`src/rtl/mips_perf_counters.sv`:
```
// Per-class retired-instruction, stall-cycle and illegal-opcode counters for the MIPS-lite core,
// with halt freeze, sticky overflow flags and an atomic snapshot / read-and-clear bank.
module mips_perf_counters #(
   parameter int unsigned CNT_WIDTH = 32,
   parameter int unsigned SATURATE  = 0,
   parameter int unsigned NUM_CH    = 7,
   localparam int unsigned SEL_W    = $clog2(NUM_CH)
) (
   input  logic                 clk,
   input  logic                 rst_n,
   input  logic                 retire_valid,
   input  logic [5:0]           retire_opcode,
   input  logic                 stall,
   input  logic                 count_en,
   input  logic                 clear,
   input  logic                 snap_req,
   input  logic [SEL_W-1:0]     rd_sel,
   output logic [CNT_WIDTH-1:0] rd_data,
   output logic                 rd_ovf,
   output logic                 halted,
   output logic                 snap_valid
);

   localparam int unsigned ChTotal   = 0;
   localparam int unsigned ChArith   = 1;
   localparam int unsigned ChLogic   = 2;
   localparam int unsigned ChMem     = 3;
   localparam int unsigned ChBranch  = 4;
   localparam int unsigned ChStall   = 5;
   localparam int unsigned ChIllegal = 6;

   localparam logic [5:0] OpArithLast  = 6'h05;
   localparam logic [5:0] OpLogicLast  = 6'h0b;
   localparam logic [5:0] OpMemLast    = 6'h0d;
   localparam logic [5:0] OpBranchLast = 6'h10;
   localparam logic [5:0] OpHalt       = 6'h11;

   if (NUM_CH != 7) begin : g_bad_num_ch
      $error("mips_perf_counters: NUM_CH must be 7 (got %0d)", NUM_CH);
   end
   if (CNT_WIDTH < 8 || CNT_WIDTH > 64) begin : g_bad_cnt_width
      $error("mips_perf_counters: CNT_WIDTH must be in 8..64 (got %0d)", CNT_WIDTH);
   end
   if (SATURATE > 1) begin : g_bad_saturate
      $error("mips_perf_counters: SATURATE must be 0 or 1 (got %0d)", SATURATE);
   end

   // Class channel hit for a retiring opcode; HALT belongs to no class, only to the total.
   function automatic logic [NUM_CH-1:0] class_hit(input logic [5:0] op);
      logic [NUM_CH-1:0] hit;
      hit = '0;
      if (op <= OpArithLast) begin
         hit[ChArith] = 1'b1;
      end else if (op <= OpLogicLast) begin
         hit[ChLogic] = 1'b1;
      end else if (op <= OpMemLast) begin
         hit[ChMem] = 1'b1;
      end else if (op <= OpBranchLast) begin
         hit[ChBranch] = 1'b1;
      end else if (op != OpHalt) begin
         hit[ChIllegal] = 1'b1;
      end
      return hit;
   endfunction

   logic [CNT_WIDTH-1:0] cnt_q  [NUM_CH];
   logic [CNT_WIDTH-1:0] cnt_d  [NUM_CH];
   logic [CNT_WIDTH-1:0] snap_q [NUM_CH];
   logic [NUM_CH-1:0]    ovf_q;
   logic [NUM_CH-1:0]    ovf_d;
   logic                 halted_q;
   logic                 halted_d;
   logic                 snap_valid_q;

   logic                 act;
   logic                 halt_hit;
   logic [NUM_CH-1:0]    inc;

   always_comb begin
      act      = count_en & ~halted_q;
      inc      = '0;
      halt_hit = 1'b0;
      if (act && retire_valid) begin
         inc          = class_hit(retire_opcode);
         inc[ChTotal] = 1'b1;
         halt_hit     = (retire_opcode == OpHalt);
      end
      if (act && stall) begin
         inc[ChStall] = 1'b1;
      end
   end

   // Clear takes priority over any increment sampled in the same cycle.
   always_comb begin
      for (int i = 0; i < NUM_CH; i++) begin
         cnt_d[i] = cnt_q[i];
         ovf_d[i] = ovf_q[i];
         if (clear) begin
            cnt_d[i] = '0;
            ovf_d[i] = 1'b0;
         end else if (inc[i]) begin
            if (&cnt_q[i]) begin
               ovf_d[i] = 1'b1;
               cnt_d[i] = (SATURATE != 0) ? cnt_q[i] : '0;
            end else begin
               cnt_d[i] = cnt_q[i] + CNT_WIDTH'(1);
            end
         end
      end
      halted_d = clear ? 1'b0 : (halted_q | halt_hit);
   end

   // The bank always takes the pre-edge live values, which makes snap_req + clear a read-and-clear.
   always_ff @(posedge clk or negedge rst_n) begin
      if (!rst_n) begin
         for (int i = 0; i < NUM_CH; i++) begin
            cnt_q[i]  <= '0;
            snap_q[i] <= '0;
         end
         ovf_q        <= '0;
         halted_q     <= 1'b0;
         snap_valid_q <= 1'b0;
      end else begin
         for (int i = 0; i < NUM_CH; i++) begin
            cnt_q[i] <= cnt_d[i];
         end
         ovf_q    <= ovf_d;
         halted_q <= halted_d;
         if (snap_req) begin
            for (int i = 0; i < NUM_CH; i++) begin
               snap_q[i] <= cnt_q[i];
            end
            snap_valid_q <= 1'b1;
         end
      end
   end

   always_comb begin
      rd_data = '0;
      rd_ovf  = 1'b0;
      for (int i = 0; i < NUM_CH; i++) begin
         if (rd_sel == SEL_W'(i)) begin
            rd_data = snap_q[i];
            rd_ovf  = ovf_q[i];
         end
      end
   end

   assign halted     = halted_q;
   assign snap_valid = snap_valid_q;

endmodule

```
`config.mk`:
```
export PLATFORM = sky130hd
export DESIGN_NAME = mips_perf_counters
export DESIGN_NICKNAME = d
export VERILOG_FILES = /design/src/rtl/mips_perf_counters.sv
export SDC_FILE = /design/constraint.sdc
export NUM_CORES = 1
export LEC_CHECK = 0
export BUFFER_PORTS_ARGS = -buffer_cell sky130_fd_sc_hd__buf_2
export CORE_MARGIN = 5
export CORE_UTILIZATION = 60
export CTS_CLUSTER_SIZE = 12
export DETAILED_ROUTE_END_ITERATION = 12
export PLACE_DENSITY = 0.89
export SYNTH_ARGS = -nofsm -noshare
export SYNTH_HDL_FRONTEND = slang
export SYNTH_SLANG_ARGS = --single-unit
```
`constraint.sdc`:
```
create_clock -name clk -period 2.7 [get_ports clk]
set_clock_uncertainty 0.15 [all_clocks]
set_input_delay 0.135 -clock clk [delete_from_list [all_inputs] [get_ports clk]]
set_output_delay 0.135 -clock clk [all_outputs]
set_load 0.02 [all_outputs]
```
==> results of run 1 <==
[cell type report]
class / count / share of cell area
antenna: 2 / 0.0001995
clock buffer: 65 / 0.05327
clock inverter: 4 / 0.002893
inverter: 19 / 0.002843
multi-input combinational: 1488 / 0.4180
sequential: 457 / 0.4559
tap: 468 / 0.02335
timing repair buffer: 143 / 0.04355
[cell usage after synthesis, types with 23 or more instances]
library cell,instances
nor3_1,41
o221ai_1,33
or3_1,26
nand3_1,103
dfrtp_1,457
and4_1,23
a22oi_1,86
nor4_1,47
and3_1,34
nor2_1,207
xnor2_1,74
nand2_1,119
mux2_2,252
xor2_1,74
o21ai_0,38
nand4_1,85
clkbuf_1,103
a21oi_1,55
[critical path: stages (launching register included)]
cell and delay (ps):
dfrtp_1 430, ha_1 260, nand3_1 210, nor4_2 100, a31oi_1 570, or4b_2 640
nand3_1 100
[flip-flops by register name, summed over array words and instances (netlist names)]
| signal | count |
|---|---|
| cnt_q | 224 |
| halted | 1 |
| ovf_q | 7 |
| snap_q | 224 |
| snap_valid | 1 |
[metrics by stage]
stage,cell area (um2),std cells
6_report,25080,2646
5_1_grt,25080,2644
4_1_cts,25060,2643
3_5_place_dp,23580,2568
3_3_place_gp,23580,2568
2_1_floorplan,22400,2081
[per-layer routing]
| layer | global-route usage | vias up | routed length [um] |
|---|---|---|---|
| met5 | 0 | - | 13 |
| met4 | 0.1332 | 2 | 3627 |
| met3 | 0.06694 | 260 | 6729 |
| met2 | 0.4852 | 1155 | 29630 |
| met1 | 0.4295 | 9212 | 25350 |
| li1 | - | 7838 | - |
[path summary, 6_finish.rpt]
kind                             startpoint          end  slack, ps  depth (start not counted)
setup reg to reg                  cnt_q[32]    cnt_q[61]        150                          6
hold / removal             retire_opcode[5]   cnt_q[100]         50                          6
setup / recovery                  cnt_q[32]    cnt_q[61]        150                          6
max in group asynchronous             rst_n  snap_q[106]       1700                          3
min in group asynchronous             rst_n   cnt_q[223]         70                          3
hold reg to reg                  snap_valid   snap_valid        320                          1
[cells by family (layout without fill, tap and decap cells)]
kind of cell             Yosys count  after routing  synth area share
AO/OA/AOI/OAI                    311            311           0.09704
XOR/XNOR                         148            148           0.05788
other                              0              2                 0
buffers and inverters            136            231           0.02352
flip-flops                       457            457            0.5106
adder cells (fa/ha/maj)            7              7          0.003910
multiplexers                     261            261            0.1313
AND/OR/NAND/NOR                  761            761            0.1758
[power by group through the flow]
stage / Combinational [W] / Clock (W) / Sequential, W
after global routing: 0.000766 / 0.00653 / 0.00690
final: 0.000715 / 0.00622 / 0.00690
after floorplan: 0.000345 / 0 / 0.00702
after detailed placement: 0.000690 / 0 / 0.00703
after CTS: 0.000705 / 0.00625 / 0.00690
after global placement: 0.000672 / 0 / 0.00702
[repair_timing]
| item | in CTS | in global routing |
|---|---|---|
| endpoints found under the hold margin | 475 | 0 |
| resized for setup | 0 | 2 |
| endpoints found under the setup margin | 0 | 25 |
| setup buffers | 0 | 1 |
| hold buffers | 6 | 0 |
==> impl_metrics.env, run 1 <==
export IMPL_layout_nets=2179
export IMPL_start_util=0.6103
export IMPL_slew_headroom=0.4900
export IMPL_die_x_um=203.2
export IMPL_synth_area_mm2=0.02240
export IMPL_drc_errors=0
export IMPL_total_power_w=0.01384
export IMPL_pin_count=51
export IMPL_setup_tns_ps=0
export IMPL_hold_slack_ps=50.02
export IMPL_grt_pass1_vias=17880
export IMPL_synth_top_area_frac=0.5106
export IMPL_antenna_found_initial=1
export IMPL_vias=18470
export IMPL_syn_to_final_growth_pct=11.99
export IMPL_yosys_top_cells_area="dfrtp_1 51%, mux2_2 13%, nor2_1 3.5%"
export IMPL_yosysTopAreaCell="dfrtp_1"
export IMPL_final_layout_size_suffix_gt1_frac=0.2224
export IMPL_setup_ws_ps=149.9
export IMPL_synth_warnings=0
export IMPL_hold_path_class="in2reg"
export IMPL_mostFrequentLayoutCell="dfrtp_1"
export IMPL_synth_distinct_cells=66
export IMPL_dp_hpwl_um=45340
export IMPL_num_rows=70
export IMPL_drt_iter0_markers=2841
export IMPL_routed_wl_um=65350
export IMPL_clk_pin_slew_ps=60
export IMPL_io_buffers=50
export IMPL_register_area_mm2=0.01144
export IMPL_power_density_mw_per_mm2=551.8
export IMPL_cp_data_arrival_time_ps=2880
export IMPL_synthCells=2081
export IMPL_switching_share=0.2294
export IMPL_utilization=0.6835
export IMPL_synth_flop_cell="dfrtp_1"
export IMPL_max_cap_violations=0
export IMPL_peakVddDrop_mv=0.6322
export IMPL_seq_area_frac_synth=0.5106
export IMPL_slew_violations=0
export IMPL_period_share=0.9445
export IMPL_clk_path_buf_depth=3
export IMPL_setup_viol=0
export IMPL_dp_slack_ps=149.6
export IMPL_worstPathRequired_ps=3030
export IMPL_finalCriticalPeriod_ps=2550
export IMPL_die_height_um=203.2
export IMPL_cts_buffers_inserted=47
export IMPL_grt_overflow_total=0
export IMPL_power_switching_w=0.003175
export IMPL_synth_nets=2104
export IMPL_wl_per_cell_um=24.70
export IMPL_cts_tree="done"
export IMPL_clock_sinks=457
export IMPL_ant_nets=0
export IMPL_grt_pass1_wl_um=102800
export IMPL_clkPwrFrac=0.450
export IMPL_status="completed"
export IMPL_combPwrFrac=0.052
export IMPL_place_gp_congestion=0.9872
export IMPL_grt_total_usage=0.3120
export IMPL_multiInputGateArea_mm2=0.01048
export IMPL_htreeDepth=2
export IMPL_syn_avg_cell_area_um2=10.76
export IMPL_intPower_w=0.01067
export IMPL_power_share_sequential=0.499
export IMPL_clk_latency_ps=560
export IMPL_dieArea_mm2=0.04129
export IMPL_critPathCaptureType="register"
export IMPL_synth_edf_count=0
export IMPL_grt_setup_unrepaired="no"
export IMPL_drt_first_pass_iters=7
export IMPL_fmax_ghz=0.3921
export IMPL_cts_root_buf="clkbuf_16"
export IMPL_num_fill_cells=2498
export IMPL_leakage_nw=11.03
export IMPL_final_cell_mix="457 x dfrtp_1, 252 x mux2_2, 206 x nor2_1, 119 x nand2_1, 103 x nand3_1"
export IMPL_core_area_mm2=0.03670
export IMPL_worst_pin_slew_ps=763.4
export IMPL_cp_max_fo=8
export IMPL_ys_seq_elements=457
export IMPL_grt_start_max_net_pins=108
export IMPL_worstSetupPathType="reg2reg"
export IMPL_startpoint_type="register"
export IMPL_synthArstFlopShare=1.000
export IMPL_vias_per_cell=6.979
export IMPL_hold_viol_final=0
Note: power is estimated with default switching activity, not from simulation.
==> inputs of run 2 (changes only) <==
--- a/config.mk
+++ b/config.mk
@@ -10,7 +10,9 @@
 export CORE_UTILIZATION = 60
 export CTS_CLUSTER_SIZE = 12
 export DETAILED_ROUTE_END_ITERATION = 12
+export GPL_TIMING_DRIVEN = 0
 export PLACE_DENSITY = 0.89
+export SLEW_MARGIN = 20
 export SYNTH_ARGS = -nofsm -noshare
 export SYNTH_HDL_FRONTEND = slang
 export SYNTH_SLANG_ARGS = --single-unit
==> impl_metrics.env, run 2 (same netlist as run 1, synthesis figures left out) <==
export IMPL_cp_data_arrival_time_ps=2940
export IMPL_dp_cells=2596
export IMPL_pin_count=51
export IMPL_dieArea_mm2=0.04129
export IMPL_power_density_mw_per_mm2=563.3
export IMPL_ant_nets=0
export IMPL_critical_path_most_common_cell="clkbuf_2"
export IMPL_syn_to_final_growth_pct=12.36
export IMPL_critPathCaptureType="register"
export IMPL_drc_errors=0
export IMPL_die_x_um=203.2
export IMPL_utilization=0.6857
export IMPL_hold_viol_final=4
export IMPL_hold_path_class="in2async"
export IMPL_cts_buffers_inserted=48
export IMPL_htreeDepth=2
export IMPL_dp_hpwl_um=49570
export IMPL_worstSetupPathType="in2reg"
export IMPL_cp_max_fo=10
export IMPL_grt_pass1_wl_um=106200
export IMPL_mostFrequentLayoutCell="dfrtp_1"
export IMPL_cpPeakStageDelay_ps=630
export IMPL_startpoint_type="input pin"
export IMPL_reg_top3="cnt_q: 224 flops, snap_q: 224 flops, ovf_q: 7 flops"
export IMPL_violations="hold timing"
export IMPL_drt_iter0_markers=2480
export IMPL_reg2reg_from="cnt_q[38]"
export IMPL_finalCriticalPeriod_ps=2643
export IMPL_die_height_um=203.2
export IMPL_rr_worst_depth=6
export IMPL_slew_headroom=0.3567
export IMPL_reg2reg_to="cnt_q[55]"
export IMPL_leakage_nw=10.98
export IMPL_routed_wl_um=68640
export IMPL_start_util=0.6103
export IMPL_clk_path_buf_depth=3
export IMPL_final_cell_mix="453 x dfrtp_1, 252 x mux2_2, 203 x nor2_1, 119 x nand2_1, 102 x nand3_1"
export IMPL_worstPathRequired_ps=2990
export IMPL_peakVddDrop_mv=0.4887
export IMPL_status="finished, violations left"
export IMPL_vias=18270
export IMPL_cts_root_buf="clkbuf_16"
export IMPL_setup_viol=0
export IMPL_grt_pass1_vias=18400
export IMPL_final_layout_size_suffix_gt1_frac=0.2101
export IMPL_crit_path_top_delay_cell="buf_1"
export IMPL_slew_violations=0
export IMPL_clk_pin_slew_ps=60
export IMPL_regToRegSetupSlack_ps=60
export IMPL_io_buffers=43
export IMPL_core_area_mm2=0.03670
export IMPL_clock_sinks=457
export IMPL_max_cap_violations=0
export IMPL_wl_per_cell_um=25.59
export IMPL_drt_first_pass_iters=6
export IMPL_path_cells="clkbuf_2 > clkbuf_1 > buf_1 > clkbuf_2 > clkdlybuf4s15_2 > nor2_1"
export IMPL_place_gp_congestion=0.9574
export IMPL_clk_latency_ps=580
export IMPL_cts_tree="done"
export IMPL_worst_pin_slew_ps=965.0
export IMPL_period_share=0.9787
export IMPL_setup_tns_ps=0
export IMPL_path_delay_family="buffers and inverters"
export IMPL_grt_overflow_total=0
export IMPL_vias_per_cell=6.813
export IMPL_final_cells=2682
export IMPL_grt_start_max_net_pins=105
export IMPL_antenna_found_initial=2
export IMPL_hold_slack_ps=-15.47
export IMPL_fmax_ghz=0.3784
export IMPL_num_rows=70
export IMPL_cp_num_buf_inv=5
export IMPL_grt_total_usage=0.3301
export IMPL_layout_nets=2207
-- run 2: changes by cell type in the layout (fill, tap and decap cells not counted), moves of 5 or more --
cell      change
buf_1         +5
buf_12        -9
buf_4        -71
clkbuf_1     +70
clkbuf_2     +23
clkbuf_4      +5
clkbuf_8      +7
nor4_1        -7
-- run 2: area by class of cell --
type	instances	area, um2
Sequential cell	457	11440
Antenna cell	1	2.502
Fill cell	2679	11530
Clock buffer	73	1446
Multi-Input combinational cell	1488	10610
Clock inverter	6	82.58
Buffer	113	506.7
Timing Repair Buffer	57	420.4
Inverter	19	71.32
Tap cell	468	585.6
-- run 2: worst max path at each step --
stage                         start         end  slack, ps  cells after the start
final                         clear    ovf_q[3]         60                      6
after global routing      cnt_q[38]   cnt_q[56]        -30                      9
after CTS                 cnt_q[32]   cnt_q[42]          9                      7
after detailed placement      clear  cnt_q[220]      -1220                      6
after global placement        rst_n   cnt_q[14]      -7440                      1
after floorplan            cnt_q[2]   cnt_q[30]        250                      7
-- run 2: per-stage QoR --
stage / hold WS [ps] / total power, W / cell area [um2] / setup slack [ps]
floorplan: -310.6 / 0.007361 / 22400 / 247.9
global placement: 301.8 / 0.007674 / 23200 / -7440
detailed placement: -0.8506 / 0.007713 / 23330 / -1223
CTS: 1.091 / 0.01419 / 25050 / 9.106
global route: 51.24 / 0.01455 / 25160 / -28.60
finish: -15.47 / 0.01418 / 25170 / 57.44
-- run 2: worst reg2reg max path, cell delays in order, from the launching register on --
cell	delay (ps)
dfrtp_1	320
clkbuf_2	200
nand4_1	220
or4_1	680
or4_4	500
or3_1	340
a21oi_1	140
-- run 2: layer usage --
metal	part of all wire	GRT usage
met1	0.38	0.4247
met2	0.47	0.5274
met3	0.089	0.06503
met4	0.068	0.1877
met5	0.00034	0
-- run 2: report_power, final --
part	internal, W	switching (W)
combinational	0.000179	0.000542
sequential	0.00687	0.0000297
clock	0.00384	0.00271
total	0.0109	0.00328
-- run 2: repair_timing --
action | 4_1_cts | 5_1_grt
hold buffers | 4 | 0
endpoints found under the setup margin | 215 | 167
gates resized for setup | 41 | 52
endpoints found under the hold margin | 355 | 0
buffers inserted | 4 | 2
pin swaps | 4 | 2
==> inputs of run 3 (changes only) <==
--- a/config.mk
+++ b/config.mk
@@ -7,7 +7,7 @@
 export LEC_CHECK = 0
 export BUFFER_PORTS_ARGS = -buffer_cell sky130_fd_sc_hd__buf_2
 export CORE_MARGIN = 5
-export CORE_UTILIZATION = 60
+export CORE_UTILIZATION = 57
 export CTS_CLUSTER_SIZE = 12
 export DETAILED_ROUTE_END_ITERATION = 12
 export GPL_TIMING_DRIVEN = 0
==> constraint.sdc (replaced) <==
create_clock -name clk -period 2.35 [get_ports clk]
set_clock_uncertainty 0.15 [all_clocks]
set_input_delay 0.1175 -clock clk [delete_from_list [all_inputs] [get_ports clk]]
set_output_delay 0.1175 -clock clk [all_outputs]
set_load 0.02 [all_outputs]
==> impl_metrics.env, run 3 (same netlist as run 1, synthesis figures left out) <==
export IMPL_grt_busiest_layer="met2"
export IMPL_reg_top3="cnt_q: 224 flops, snap_q: 224 flops, ovf_q: 7 flops"
export IMPL_die_x_um=208.2
export IMPL_wl_per_cell_um=26.88
export IMPL_routed_wl_um=75680
export IMPL_vias=19620
export IMPL_pin_count=51
export IMPL_dp_slack_ps=-1266
export IMPL_drt_iter0_markers=2901
export IMPL_antenna_found_initial=3
export IMPL_num_fill_cells=2504
export IMPL_clock_sinks=457
export IMPL_status="finished, violations left"
export IMPL_drt_first_pass_iters=9
export IMPL_cp_data_arrival_time_ps=2300
export IMPL_finalCriticalPeriod_ps=2566
export IMPL_num_rows=72
export IMPL_start_util=0.5782
export IMPL_final_cell_mix="432 x dfrtp_1, 251 x mux2_2, 200 x nor2_1, 115 x nand2_1, 92 x nand3_1"
export IMPL_hold_slack_ps=64.52
export IMPL_ant_nets=0
export IMPL_leakage_nw=11.71
export IMPL_cts_tree="done"
export IMPL_final_layout_size_suffix_gt1_frac=0.3059
export IMPL_critPathCaptureType="primary output"
export IMPL_fmax_ghz=0.3897
export IMPL_clkPwrFrac=0.456
export IMPL_grt_pass1_vias=18600
export IMPL_clk_latency_ps=600
export IMPL_grtUsageMet2=0.4884
export IMPL_peakVddDrop_mv=0.4636
export IMPL_drc_errors=0
export IMPL_power_share_sequential=0.486
export IMPL_dieArea_mm2=0.04336
export IMPL_worstPathRequired_ps=2080
export IMPL_startpoint_type="input pin"
export IMPL_grt_use_met1=0.4457
export IMPL_slew_violations=0
export IMPL_violations="setup timing"
export IMPL_die_height_um=208.2
export IMPL_grt_setup_unrepaired="yes"
export IMPL_mostFrequentLayoutCell="dfrtp_1"
export IMPL_cts_buffers_inserted=48
export IMPL_grt_start_max_net_pins=107
export IMPL_slew_headroom=0.1588
export IMPL_core_area_mm2=0.03874
export IMPL_globalRouteMet3Util=0.09354
export IMPL_combPwrFrac=0.059
export IMPL_setup_tns_ps=-727.7
export IMPL_period_share=1.092
export IMPL_setup_viol=19
export IMPL_htreeDepth=2
export IMPL_vias_per_cell=6.968
export IMPL_power_switching_w=0.003947
export IMPL_clk_path_buf_depth=3
export IMPL_hold_path_class="in2reg"
export IMPL_grt_overflow_total=0
export IMPL_worst_pin_slew_ps=1244
export IMPL_total_power_w=0.01636
export IMPL_grt_total_usage=0.3293
export IMPL_hold_viol_final=0
export IMPL_intPower_w=0.01241
export IMPL_worstSetupPathType="in2out"
export IMPL_max_cap_violations=0
export IMPL_layout_nets=2289
export IMPL_switching_share=0.2413
export IMPL_dp_hpwl_um=49180
export IMPL_syn_to_final_growth_pct=20.36
export IMPL_utilization=0.6959
export IMPL_clk_pin_slew_ps=60
export IMPL_grt_pass1_wl_um=112600
export IMPL_multiInputGateArea_mm2=0.01146
export IMPL_power_density_mw_per_mm2=606.9
export IMPL_cp_max_fo=10
export IMPL_register_area_mm2=0.01147
export IMPL_io_buffers=43
export IMPL_place_gp_congestion=1.108
export IMPL_setup_ws_ps=-216.3
export IMPL_cts_root_buf="clkbuf_16"
-- run 3: area by class of cell --
| cell class | instances | area share |
|---|---|---|
| well taps | 518 | 0.02404 |
| plain buffers | 107 | 0.02191 |
| repair buffers | 145 | 0.04507 |
| flip-flops and latches | 457 | 0.4254 |
| inverters | 19 | 0.002646 |
| diodes | 3 | 0.0002785 |
| multi-input cells | 1488 | 0.4252 |
| clock inverters | 10 | 0.003388 |
| clock buffers | 69 | 0.05203 |
-- run 3: per-stage QoR --
| step | instances | cell area (um2) |
|---|---|---|
| after global routing | 2814 | 26950 |
| after CTS | 2773 | 26040 |
| after global placement | 2642 | 23280 |
| final | 2816 | 26960 |
| after detailed placement | 2648 | 23460 |
| after floorplan | 2081 | 22420 |
-- run 3: path summary, 6_finish.rpt --
kind	end	cells past startpoint	slack [ps]	start
setup / recovery	rd_data[8]	8	-220	rd_sel[1]
hold / removal	cnt_q[217]	5	60	retire_valid
setup reg to reg	cnt_q[27]	5	-70	cnt_q[14]
hold reg to reg	snap_valid	1	310	snap_valid
max in group asynchronous	cnt_q[46]	6	600	rst_n
min in group asynchronous	snap_q[111]	4	110	rst_n
-- run 3: layer usage --
metal,vias to the layer above,part of all wire
li1,8074,-
met1,9679,0.37
met2,1475,0.44
met3,391,0.13
met4,2,0.069
met5,-,0.00017
-- run 3: power groups by stage --
stage	registers, W	logic (W)	clock network [W]
2_1_floorplan	0.00806	0.000396	0
3_3_place_gp	0.00808	0.000722	0
3_5_place_dp	0.00808	0.000776	0
4_1_cts	0.00794	0.000876	0.00745
5_1_grt	0.00794	0.00102	0.00777
6_report	0.00795	0.000958	0.00745
-- run 3: what timing repair did --
item | CTS | global route
buffers inserted | 45 | 44
pin swaps | 31 | 36
endpoints found under the setup margin | 244 | 221
hold endpoints to repair | 223 | 0
gates resized for setup | 164 | 169
hold buffers | 8 | 0
-- run 3: critical path, stage by stage --
cell      delay (ps)
buf_2            140
clkbuf_4         230
nand2_1          270
nor2_4           120
clkbuf_2         210
a22oi_1          510
o221ai_1         410
buf_2            270
